<file path="src/rtl/debounce_pkg.sv">
// debounce_pkg: shared constants and state type
// for the input debounce/synchronizer stage.
package debounce_pkg;

  localparam int DEB_SYNC_STAGES   = 2;
  localparam int DEB_STABLE_CYCLES = 4;

  typedef enum logic {
    DEB_STABLE   = 1'b0,
    DEB_COUNTING = 1'b1
  } deb_state_e;

endpackage

</file>
<file path="src/rtl/sync_chain.sv">
// sync_chain: N-flop level synchronizer for one
// asynchronous input into the clk domain.
module sync_chain #(
  parameter int N = 2
) (
  input  logic clk,
  input  logic reset,
  input  logic async_in,
  output logic sync_out
);

  logic [N-1:0] stages;

  // shift the raw level through the chain
  always_ff @(posedge clk or negedge reset) begin
    if (!reset) begin
      stages <= '0;
    end else begin
      stages <= {stages[N-2:0], async_in};
    end
  end

  assign sync_out = stages[N-1];

endmodule

</file>
<file path="src/rtl/debounce_sync.sv">
// debounce_sync: synchronize a raw level, filter it
// over a stable run and emit rise/fall strobes.
module debounce_sync
  import debounce_pkg::*;
#(
  parameter int SYNC_STAGES   = DEB_SYNC_STAGES,
  parameter int STABLE_CYCLES = DEB_STABLE_CYCLES,
  parameter int CNT_W = $clog2(STABLE_CYCLES + 1)
) (
  input  logic clk,
  input  logic reset,
  input  logic d_in,
  output logic q,
  output logic rise,
  output logic fall,
  output logic busy
);

  localparam logic [CNT_W-1:0] CNT_LAST =
    CNT_W'(STABLE_CYCLES - 1);

  logic             s;
  logic [CNT_W-1:0] cnt;
  logic [CNT_W-1:0] cnt_nxt;
  logic             q_nxt;
  logic             rise_nxt;
  logic             fall_nxt;
  deb_state_e       state;

  sync_chain #(
    .N(SYNC_STAGES)
  ) u_sync (
    .clk     (clk),
    .reset   (reset),
    .async_in(d_in),
    .sync_out(s)
  );

  assign state = (s != q) ? DEB_COUNTING : DEB_STABLE;
  assign busy  = (state == DEB_COUNTING);

  // filter decision: count disagreement, commit on run end
  always_comb begin
    cnt_nxt  = '0;
    q_nxt    = q;
    rise_nxt = 1'b0;
    fall_nxt = 1'b0;
    unique case (state)
      DEB_STABLE: begin
        cnt_nxt = '0;
      end
      DEB_COUNTING: begin
        if (cnt == CNT_LAST) begin
          q_nxt    = s;
          rise_nxt = s;
          fall_nxt = ~s;
        end else begin
          cnt_nxt = cnt + 1'b1;
        end
      end
      default: begin
        cnt_nxt = '0;
      end
    endcase
  end

  // filter and strobe registers
  always_ff @(posedge clk or negedge reset) begin
    if (!reset) begin
      cnt  <= '0;
      q    <= 1'b0;
      rise <= 1'b0;
      fall <= 1'b0;
    end else begin
      cnt  <= cnt_nxt;
      q    <= q_nxt;
      rise <= rise_nxt;
      fall <= fall_nxt;
    end
  end

endmodule

</file>
<file path="config.mk">
export PLATFORM = sky130hd
export DESIGN_NAME = debounce_sync
export DESIGN_NICKNAME = d
export VERILOG_FILES = /design/src/rtl/debounce_pkg.sv /design/src/rtl/sync_chain.sv /design/src/rtl/debounce_sync.sv
export SDC_FILE = /design/constraint.sdc
export NUM_CORES = 1
export LEC_CHECK = 0
export BUFFER_PORTS_ARGS = -buffer_cell sky130_fd_sc_hd__buf_2
export CELL_PAD_IN_SITES_DETAIL_PLACEMENT = 0
export CELL_PAD_IN_SITES_GLOBAL_PLACEMENT = 2
export CORE_AREA = 2 2 39 41
export DETAILED_ROUTE_END_ITERATION = 8
export DIE_AREA = 0 0 41 43
export GPL_ROUTABILITY_DRIVEN = 0
export PLACE_DENSITY_LB_ADDON = 0.3
export SLEW_MARGIN = 15
export SYNTH_ARGS = -nofsm -noshare
export SYNTH_HDL_FRONTEND = slang
export SYNTH_SLANG_ARGS = --single-unit
</file>
<file path="constraint.sdc">
create_clock -name clk -period 1.3 [get_ports clk]
set_clock_uncertainty 0.2 [all_clocks]
set_input_delay 0.195 -clock clk [delete_from_list [all_inputs] [get_ports clk]]
set_output_delay 0.195 -clock clk [all_outputs]
set_load 0.01 [all_outputs]
</file>
==> metrics.md, run 1 <==
| Metric | Value |
|---|---|
| Data arrival at the endpoint of the critical path | `between 1000 and 1500 ps` |
| Register clock-pin slew on the reported worst setup and hold paths | `~60 ps` |
| Number of buffers added on ports | `6` |
| Clock Latency Late Sink | `~250 ps` |
| Root Buffer | `sky130_fd_sc_hd__clkbuf_4` |
| Failing checks | `negative setup slack` |
| Via count of the first global-routing pass | `~180` |
| Number of diodes added for antenna fixing | `0` |
| Number of hold violations in the final report | `0` |
| Final setup vio count | `2` |
| Worst EP required | `about 900 ps` |
| Net switching fraction of the power | `0.285` |
| Total wire length after detailed routing | `516 um` |
| Vertical extent of the die | `approximately 43 um` |
| Setup CP Type | `flip-flop to primary output` |
| Initial standard-cell utilization of the core | `0.207` |
| Leakage power total | `about 0.23 nW` |
| Sequential group share of total power | `0.364` |
| Post-synthesis instance total | `18` |
| Slew HR | `0.879` |
| Achievable clock frequency | `between 600 and 700 MHz` |
| Initial antenna violation count | `0` |
| Clock tree from TritonCTS | `done` |
| Tmin final | `between 1000 and 1500 ps` |
| Number of nets in the synthesized netlist | `22` |
| RSZ-0062 raised after global routing | `yes` |
| Number of standard-cell rows in the floorplan | `14` |
| Distinct cells, synth | `8` |
| Capturing element type of the critical path | `primary output` |
| DRC violations left | `0` |
| NumNets Final | `42` |
| Ratio of routed vias to standard cells | `between 3 and 4` |
| Mean instance size in the synthesized netlist | `15.9 um^2` |
| First-iteration detailed-routing DRC count | `0` |
| Proportion of power drawn by the clock network | `0.210` |
| Remaining global-route overflow | `0` |
| First-pass GRT wire length | `779 um` |
| Hold Slack | `just under 100 ps` |
| Worst Slack Setup Final | `-166 ps` |
| Filler cells | `approximately 130` |
| Global routing usage on met3 | `0.0471` |
| Post-detailed-route count of antenna-violating nets | `0` |
| Cell-by-cell trace of the critical path | `xnor2_2 > inv_1 > buf_2` |
| Maximum buffer depth of the clock tree | `2` |
| Routed WL per cell | `~9.9 um` |
| Non-filler cells, final | `52` |
| VDD IR max | `about 0.57 mV` |
| Flip-flop and latch count after synthesis | `8` |
| Global-route usage over all layers | `0.0774` |
| Met2 routing resource usage after global routing | `0.0906` |
| Clock sink count | `8` |
| Critical-path top delay cell | `sky130_fd_sc_hd__dfrtp_1` |
| Outcome | `complete, but fails checks` |
| Gate power share | `0.426` |
| Slew of the pin with the lowest slew margin | `between 150 and 200 ps` |
| Number of buffers inserted during clock tree synthesis | `3` |
| Post-Synthesis Cell Area | `about 290 um^2` |
| Peak-usage layer in the global routing report | `met4` |
| HP Class | `input pin to async pin` |
| Boundary Pins | `7` |
| Maximum number of pins on one net before global-route repair | `9` |
| Placed insts | `42` |
| Met1 Resource Use GR | `0.0774` |
| Fraction of layout cells with a size suffix above 1 | `0.639` |
| Number of vias after detailed routing | `approximately 190` |
| Maximum fanout count along the critical path | `4` |
| Pins over their slew limit | `0` |
| Share of the clock period used by the worst path after layout | `1.13` |
| Max Cap Viol | `0` |
| Power density relative to cell area | `roughly 2000 nW/um^2` |
| Type of origin of the critical path | `flip-flop` |
| Net switching component of the power | `0.257 mW` |
| Worst path max stage delay | `420 ps` |
| Portion of the post-synthesis area used by sequential elements | `0.699` |
| Area added between synthesis and finish | `60.7%` |
| Detailed Routing Iterations Pass 1 | `1` |
| Die footprint | `1760 um^2` |
| Cell internal power dissipation | `0.645 mW` |
| Die width | `about 40 um` |
| H-tree lvl count | `1` |
| Yosys synthesis warning count | `0` |
| Floorplan core area | `~1400 um^2` |
[power groups by stage]
stage / clock network (mW) / logic [mW] / registers (mW)
global placement: 0 / 0.204 / 0.333
CTS: 0.202 / 0.283 / 0.326
floorplan: 0 / 0.108 / 0.340
global route: 0.213 / 0.419 / 0.335
finish: 0.190 / 0.384 / 0.328
detailed placement: 0 / 0.214 / 0.334
[registers in the layout (all words and copies together) (netlist names)]
signal	count
fall	1
cnt	3
u_sync.stages	2
q	1
rise	1
[synthesized netlist by cell type, drive strengths merged]
master,n,share of area
and3,1,0.022
ha,1,0.044
mux2,1,0.039
xnor2,1,0.031
nand2b,1,0.048
dfrtp,8,0.70
nor3b,4,0.10
inv,1,0.013
[cell type report]
type | count | area, um^2 | area share
flip-flops and latches | 8 | 200 | 0.435
multi-input cells | 9 | 111 | 0.242
repair buffers | 15 | 103 | 0.223
clock buffers | 3 | 22.5 | 0.0489
well taps | 16 | 20.0 | 0.0435
inverters | 1 | 3.75 | 0.00815
[layout by cell type, fill, tap and decap left out]
cell type	n
sky130_fd_sc_hd__inv_1	1
sky130_fd_sc_hd__nor3b_1	2
sky130_fd_sc_hd__buf_4	7
sky130_fd_sc_hd__clkbuf_4	3
sky130_fd_sc_hd__ha_2	1
sky130_fd_sc_hd__xnor2_2	1
sky130_fd_sc_hd__buf_2	6
sky130_fd_sc_hd__nand2b_4	1
sky130_fd_sc_hd__mux2_4	1
sky130_fd_sc_hd__dfrtp_1	8
sky130_fd_sc_hd__and3_4	1
sky130_fd_sc_hd__nor3b_2	2
sky130_fd_sc_hd__dlygate4sd3_1	2
[critical path, delay by kind of cell (launching register included)]
kind	cells	cell delay [ps]
buffers and inverters	2	210
flip-flops	1	420
XOR/XNOR	1	190
[worst paths after layout]
path,start,endpoint,slack [ps],cells after the start
worst max-delay path,u_sync.stages[1],busy,-170,3
worst min-delay path,reset,u_sync.stages[1],100,2
worst max register to register,u_sync.stages[1],cnt[2],10,4
worst min register to register,u_sync.stages[0],u_sync.stages[1],140,0
max in group asynchronous,reset,cnt[1],630,2
min in group clk,u_sync.stages[0],u_sync.stages[1],140,0
[cells by family (layout without fill, tap and decap cells)]
kind of cell	Yosys count	after routing	share of synthesized area
flops	8	8	0.699
buf+inv	1	19	0.0131
mux	1	1	0.0393
fa+ha+maj	1	1	0.0437
xor+xnor	1	1	0.0306
simple gates	6	6	0.175
[per-layer routing]
metal / vias to the layer above / wire length (um)
met5: - / 0
met1: 90 / 207
met2: 5 / 278
met4: 0 / 0
met3: 0 / 31
li1: 96 / -
[through the flow]
stage | util | setup TNS (ps) | setup WS, ps | power (mW) | instance area, um^2
2_1_floorplan | - | 0 | 25.3 | 0.448 | 289
3_5_place_dp | 0.256 | 0 | 4.50 | 0.548 | 354
6_report | 0.333 | -199 | -166 | 0.902 | 460
5_1_grt | 0.333 | -365 | -223 | 0.967 | 460
4_1_cts | 0.303 | -226 | -186 | 0.812 | 419
3_3_place_gp | 0.256 | 0 | 15.6 | 0.537 | 354
[timing repair]
action                                  CTS  global route
buffers inserted                          2             3
resized for setup                         1             4
cloned                                    0             0
endpoints found under the setup margin    2             6
hold buffers                              2             0
hold endpoints to repair                  9             0
pin swaps                                 2             0
(Power assumes the default switching activity.)
==> run 2, diff against run 1 <==
- CORE_AREA: 2 2 39 41 -> 3 3 40 42
- DIE_AREA: 0 0 41 43 -> 0 0 43 45
- GPL_ROUTABILITY_DRIVEN: 0 -> unset
- SYNTH_HIERARCHICAL: unset -> 1
==> metrics.md, run 2 <==
| Metric | Value |
|---|---|
| Outcome | `complete, but fails checks` |
| Failing checks | `negative setup slack` |
| Data arrival at the endpoint of the critical path | `1030 ps` |
| Worst EP required | `900 ps` |
| Maximum buffer depth of the clock tree | `2` |
| Yosys synthesis warning count | `6` |
| Non-filler cells, final | `a little over 50` |
| Top cell types by occurrence after synthesis | `8 x sky130_fd_sc_hd__dfrtp_1, 3 x sky130_fd_sc_hd__nor3b_1` |
| Post-Route Utilization | `0.343` |
| Setup TNS Final | `-170 ps` |
| First-iteration detailed-routing DRC count | `0` |
| Met2 routing resource usage after global routing | `0.0928` |
| Remaining global-route overflow | `0` |
| Capturing element type of the critical path | `primary output` |
| Number of diodes added for antenna fixing | `0` |
| Post-synthesis async set-or-reset flop share | `1.00` |
| Die footprint | `between 1500 and 2000 um^2` |
| Number of vias after detailed routing | `between 150 and 200` |
| Leakage power total | `roughly 0.22 nW` |
| Sequential cell area | `200 um^2` |
| Clock sink count | `8` |
| Flip-flop and latch count after synthesis | `8` |
| Distinct cells, synth | `10` |
| Post-synthesis instance total | `19` |
| Post-Synthesis Cell Area | `approximately 280 um^2` |
| Pins over their slew limit | `0` |
| Slew HR | `0.874` |
| Flop2flop setup slack | `-10 ps` |
| Initial standard-cell utilization of the core | `0.220` |
| Max FFs per register | `3` |
| Top library cells by usage in the layout, fill and taps aside | `8 x sky130_fd_sc_hd__dfrtp_1, 6 x sky130_fd_sc_hd__buf_2, 6 x sky130_fd_sc_hd__buf_4` |
| RR Endpoint | `q` |
| Fraction of layout cells with a size suffix above 1 | `0.528` |
| Filler cells | `between 100 and 150` |
| Maximum number of pins on one net before global-route repair | `9` |
| Root Buffer | `sky130_fd_sc_hd__clkbuf_4` |
| Initial antenna violation count | `0` |
| Tmin final | `1430 ps` |
| Placed instance area | `359 um^2` |
| Cell-by-cell trace of the critical path | `xnor2_2 > inv_1 > buf_2` |
| Register clock-pin slew on the reported worst setup and hold paths | `~60 ps` |
| Number of synthesized flops with an enable pin | `0` |
| Post-detailed-route count of antenna-violating nets | `0` |
| Global placement routability congestion | `a little over 0.6` |
| Maximum fanout count along the critical path | `2` |
| Pre-CTS setup slack | `-43.4 ps` |
| Type of origin of the critical path | `flip-flop` |
| Vertical extent of the die | `roughly 45 um` |
| Boundary Pins | `7` |
| Setup CP Type | `flip-flop to primary output` |
| Clock Latency Late Sink | `250 ps` |
| Overall power of the completed layout | `a little over 0.8 mW` |
| Portion of the post-synthesis area used by sequential elements | `0.708` |
| Global-route usage over all layers | `0.0637` |
| VDD IR max | `between 0.5 and 0.6 mV` |
| Largest registers ranked by flip-flop count | `cnt: 3 flops, u_sync/stages: 2 flops` |
| Non-Filler Cell Area, Final | `~440 um^2` |
| Mean instance size in the synthesized netlist | `about 15 um^2` |
| Number of buffers inserted during clock tree synthesis | `3` |
| Worst path max stage delay | `about 400 ps` |
| DRC violations left | `0` |
| Final setup vio count | `3` |
| Met1 Resource Use GR | `0.0663` |
| Power density relative to cell area | `about 1900 nW/um^2` |
| Reg2Reg Launch Point | `cnt[0]` |
| Slew of the pin with the lowest slew margin | `~190 ps` |
| RSZ-0062 raised after global routing | `yes` |
| Number of cells traversed by the worst register-to-register path | `3` |
| Placed insts | `43` |
| Peak-usage layer in the global routing report | `met2` |
| Die width | `43 um` |
| Floorplan core area | `roughly 1300 um^2` |
| Max Cap Viol | `0` |
| Number of buffers added on ports | `6` |
| Critical-path top delay cell | `sky130_fd_sc_hd__dfrtp_1` |
| Top flip-flop cell by instance count after synthesis | `sky130_fd_sc_hd__dfrtp_1` |
| Global routing usage on met3 | `0.0239` |
| Post-synth top area cell | `sky130_fd_sc_hd__dfrtp_1` |
| Number of nets in the synthesized netlist | `23` |
| Number of standard-cell rows in the floorplan | `13` |
| Clock tree from TritonCTS | `done` |
| Family with the most delay on the worst path | `flip-flops` |
| Synth top area share | `0.708` |
| H-tree lvl count | `1` |
| Detailed Routing Iterations Pass 1 | `1` |
| First-pass GRT wire length | `821 um` |
| Buffers plus inverters on the worst setup path | `2` |
| Share of the clock period used by the worst path after layout | `1.10` |
| Worst Slack Setup Final | `-129 ps` |
| HP Class | `input pin to async pin` |
| Multi-input gate area in the final layout | `between 100 and 150 um^2` |
| Total wire length after detailed routing | `518 um` |
| Most instantiated library cell after synthesis | `sky130_fd_sc_hd__dfrtp_1` |
| Routed WL per cell | `slightly above 10 um` |
| Ranking of synthesized cells by area | `sky130_fd_sc_hd__dfrtp_1 71%, sky130_fd_sc_hd__nor3b_1 8.0%, sky130_fd_sc_hd__ha_1 4.4%, sky130_fd_sc_hd__mux2_1 4.0%, sky130_fd_sc_hd__xnor2_1 3.1%` |
| Via count of the first global-routing pass | `a little under 200` |
| Largest Register | `cnt` |
| Most common cell after layout, fill and taps aside | `sky130_fd_sc_hd__dfrtp_1` |
| Area added between synthesis and finish | `55.8%` |
| Number of hold violations in the final report | `0` |
| Achievable clock frequency | `~700 MHz` |
| NumNets Final | `42` |
| Ratio of routed vias to standard cells | `3.71` |
| Hold Slack | `113 ps` |
## run 2: timing repair
action / in CTS / in global routing
pin swaps: 1 / 0
resized for setup: 3 / 0
hold buffers: 2 / 0
setup endpoints to repair: 2 / 3
setup buffers: 2 / 1
endpoints found under the hold margin: 9 / 0
## run 2: power by group
part           total (mW)  internal, mW  leakage [nW]  switching (mW)
sequential          0.327         0.297         0.103          0.0297
clock               0.191         0.106        0.0138          0.0855
combinational       0.311         0.194         0.108           0.118
## run 2: cells by family (layout without fill, tap and decap cells)
family | Yosys count | in the layout | synth area share
flops | 8 | 8 | 0.708
fa+ha+maj | 1 | 1 | 0.0442
simple gates | 7 | 7 | 0.164
buf+inv | 1 | 18 | 0.0133
mux | 1 | 1 | 0.0398
xor+xnor | 1 | 1 | 0.0310
## run 2: per-layer routing
layer  up-vias  wire length (um)
li1         97                 -
met1        87               226
met2         5               255
met3         0                36
met4         0                 0
met5         -                 0
## run 2: area by class of cell
type / count / area share
clock buffer: 3 / 0.0511
inverter: 1 / 0.00852
multi-input combinational: 10 / 0.227
sequential: 8 / 0.455
tap: 15 / 0.0426
timing repair buffer: 14 / 0.216
## run 2: how the worst max path moves through the flow
stage          startpoint    to  cells after the start
3_5_place_dp       cnt[0]     q                      3
6_report                q  busy                      3
3_3_place_gp       cnt[1]     q                      3
5_1_grt                 q  busy                      3
2_1_floorplan      cnt[0]     q                      3
4_1_cts                 q  busy                      3
## run 2: worst reg2reg max path, stage by stage, from the launching register on
cell                      delay, ps
sky130_fd_sc_hd__dfrtp_1        350
sky130_fd_sc_hd__ha_2           190
sky130_fd_sc_hd__nor2b_4        160
sky130_fd_sc_hd__mux2_4         300
==> run 3, diff against run 2 <==
- CORE_AREA: 3 3 40 42 -> 2 2 39 41
- DIE_AREA: 0 0 43 45 -> 0 0 41 43
==> metrics.md, run 3 (synthesized netlist as in run 2, its figures left out) <==
| Metric | Value |
|---|---|
| Outcome | `complete, but fails checks` |
| Failing checks | `negative setup slack` |
| Worst EP required | `approximately 900 ps` |
| Overall power of the completed layout | `around 0.9 mW` |
| Pins over their slew limit | `0` |
| Net switching fraction of the power | `0.273` |
| Ratio of routed vias to standard cells | `3.85` |
| Top library cells by usage in the layout, fill and taps aside | `8 x sky130_fd_sc_hd__dfrtp_1, 6 x sky130_fd_sc_hd__buf_4, 5 x sky130_fd_sc_hd__buf_2` |
| Max FFs per register | `3` |
| Leakage power total | `0.235 nW` |
| Cell internal power dissipation | `0.648 mW` |
| Number of standard-cell rows in the floorplan | `14` |
| Non-Filler Cell Area, Final | `~470 um^2` |
| Number of buffers inserted during clock tree synthesis | `3` |
| Number of hold violations in the final report | `0` |
| Tmin final | `around 1400 ps` |
| Non-filler cells, final | `between 50 and 60` |
| Slew of the pin with the lowest slew margin | `around 170 ps` |
| Vertical extent of the die | `~43 um` |
| Net switching component of the power | `0.244 mW` |
| Register clock-pin slew on the reported worst setup and hold paths | `~50 ps` |
| VDD IR max | `roughly 0.85 mV` |
| Fraction of layout cells with a size suffix above 1 | `0.595` |
| HP Class | `input pin to async pin` |
| Root Buffer | `sky130_fd_sc_hd__clkbuf_4` |
| Post-detailed-route count of antenna-violating nets | `0` |
| First-iteration detailed-routing DRC count | `2` |
| Type of origin of the critical path | `flip-flop` |
| Most common cell after layout, fill and taps aside | `sky130_fd_sc_hd__dfrtp_1` |
| Number of diodes added for antenna fixing | `0` |
| Maximum number of pins on one net before global-route repair | `9` |
| NumNets Final | `43` |
| Total wire length after detailed routing | `a little under 500 um` |
| Number of buffers added on ports | `6` |
| Via count of the first global-routing pass | `about 190` |
| Largest Register | `cnt` |
| Achievable clock frequency | `707 MHz` |
| Data arrival at the endpoint of the critical path | `approximately 1000 ps` |
| Initial standard-cell utilization of the core | `0.204` |
| Clock Latency Late Sink | `roughly 250 ps` |
| Die footprint | `around 1800 um^2` |
| Capturing element type of the critical path | `primary output` |
| Global placement routability congestion | `around 0.66` |
| Cell-by-cell trace of the critical path | `xnor2_2 > inv_1 > buf_2` |
| Global-route usage over all layers | `0.0733` |
| Worst path max stage delay | `between 400 and 500 ps` |
| Hold Slack | `113 ps` |
| Placed instance area | `368 um^2` |
| Boundary Pins | `7` |
| Pre-CTS setup slack | `-44.7 ps` |
| Placed insts | `45` |
| Detailed Routing Iterations Pass 1 | `4` |
| Maximum buffer depth of the clock tree | `2` |
| Max Cap Viol | `0` |
| Clock tree from TritonCTS | `done` |
| First-pass GRT wire length | `about 760 um` |
| Clock sink count | `8` |
| Floorplan core area | `approximately 1400 um^2` |
| HPWL after detailed placement | `around 340 um` |
| Number of vias after detailed routing | `between 200 and 250` |
| Critical-path top delay cell | `sky130_fd_sc_hd__dfrtp_1` |
| Proportion of power drawn by the clock network | `0.201` |
| Power density relative to cell area | `roughly 1900 nW/um^2` |
| Maximum fanout count along the critical path | `2` |
| Family with the most delay on the worst path | `flip-flops` |
| Routed WL per cell | `a little over 9 um` |
| Sequential group share of total power | `0.371` |
| Slew HR | `0.884` |
| Share of the clock period used by the worst path after layout | `1.09` |
| Buffers plus inverters on the worst setup path | `2` |
| Worst Slack Setup Final | `-114 ps` |
| Die width | `41 um` |
| RSZ-0062 raised after global routing | `yes` |
| Setup CP Type | `flip-flop to primary output` |
| Initial antenna violation count | `0` |
| Gate power share | `0.428` |
| Remaining global-route overflow | `0` |
| DRC violations left | `0` |
| Largest registers ranked by flip-flop count | `cnt: 3 flops, u_sync/stages: 2 flops` |
| Final setup vio count | `2` |
| H-tree lvl count | `1` |
| Area added between synthesis and finish | `65.9%` |
run 3: layer usage:
layer	wire length (um)	part of all wire	vias to the layer above	global-route usage
li1	-	-	101	-
met1	197	0.41	96	0.0707
met2	238	0.49	7	0.0938
met3	47	0.098	0	0.0785
met4	0	0	0	0.0400
met5	0	0	-	0
run 3: what timing repair did:
| item | in CTS | in global routing |
|---|---|---|
| hold buffers | 2 | 0 |
| hold endpoints to repair | 9 | 0 |
| endpoints found under the setup margin | 3 | 5 |
| gates cloned | 0 | 0 |
| buffers inserted | 3 | 0 |
| resized for setup | 5 | 2 |
| pin swaps | 1 | 0 |
run 3: layout make-up:
type	instances	area [um^2]
repair buffers	15	113
inverters	1	3.75
clock buffers	3	22.5
fillers	142	915
well taps	16	20.0
multi-input cells	10	110
flip-flops and latches	8	200
run 3: stage by stage:
stage / setup TNS [ps] / utilization
final: -130 / 0.339
after global routing: -326 / 0.339
after CTS: -146 / 0.332
after detailed placement: -44.7 / 0.266
after global placement: -19.0 / 0.266
after floorplan: 0 / -
run 3: path summary, 6_finish.rpt:
| path | startpoint | to | slack, ps | cells after the start |
|---|---|---|---|---|
| worst min register to register | u_sync/stages[0] | u_sync/stages[1] | 150 | 0 |
| min in group clk | u_sync/stages[0] | u_sync/stages[1] | 150 | 0 |
| max in group asynchronous | reset | u_sync/stages[0] | 620 | 2 |
| worst max register to register | cnt[0] | q | -20 | 3 |
| worst max-delay path | q | busy | -110 | 3 |
| worst min-delay path | reset | cnt[0] | 110 | 2 |
run 3: power groups by stage:
| stage | Combinational, mW | Sequential [mW] | Clock, mW |
|---|---|---|---|
| final | 0.382 | 0.331 | 0.179 |
| after global routing | 0.423 | 0.334 | 0.210 |
| after CTS | 0.367 | 0.329 | 0.189 |
| after detailed placement | 0.253 | 0.326 | 0 |
| after global placement | 0.246 | 0.323 | 0 |
| after floorplan | 0.0999 | 0.340 | 0 |
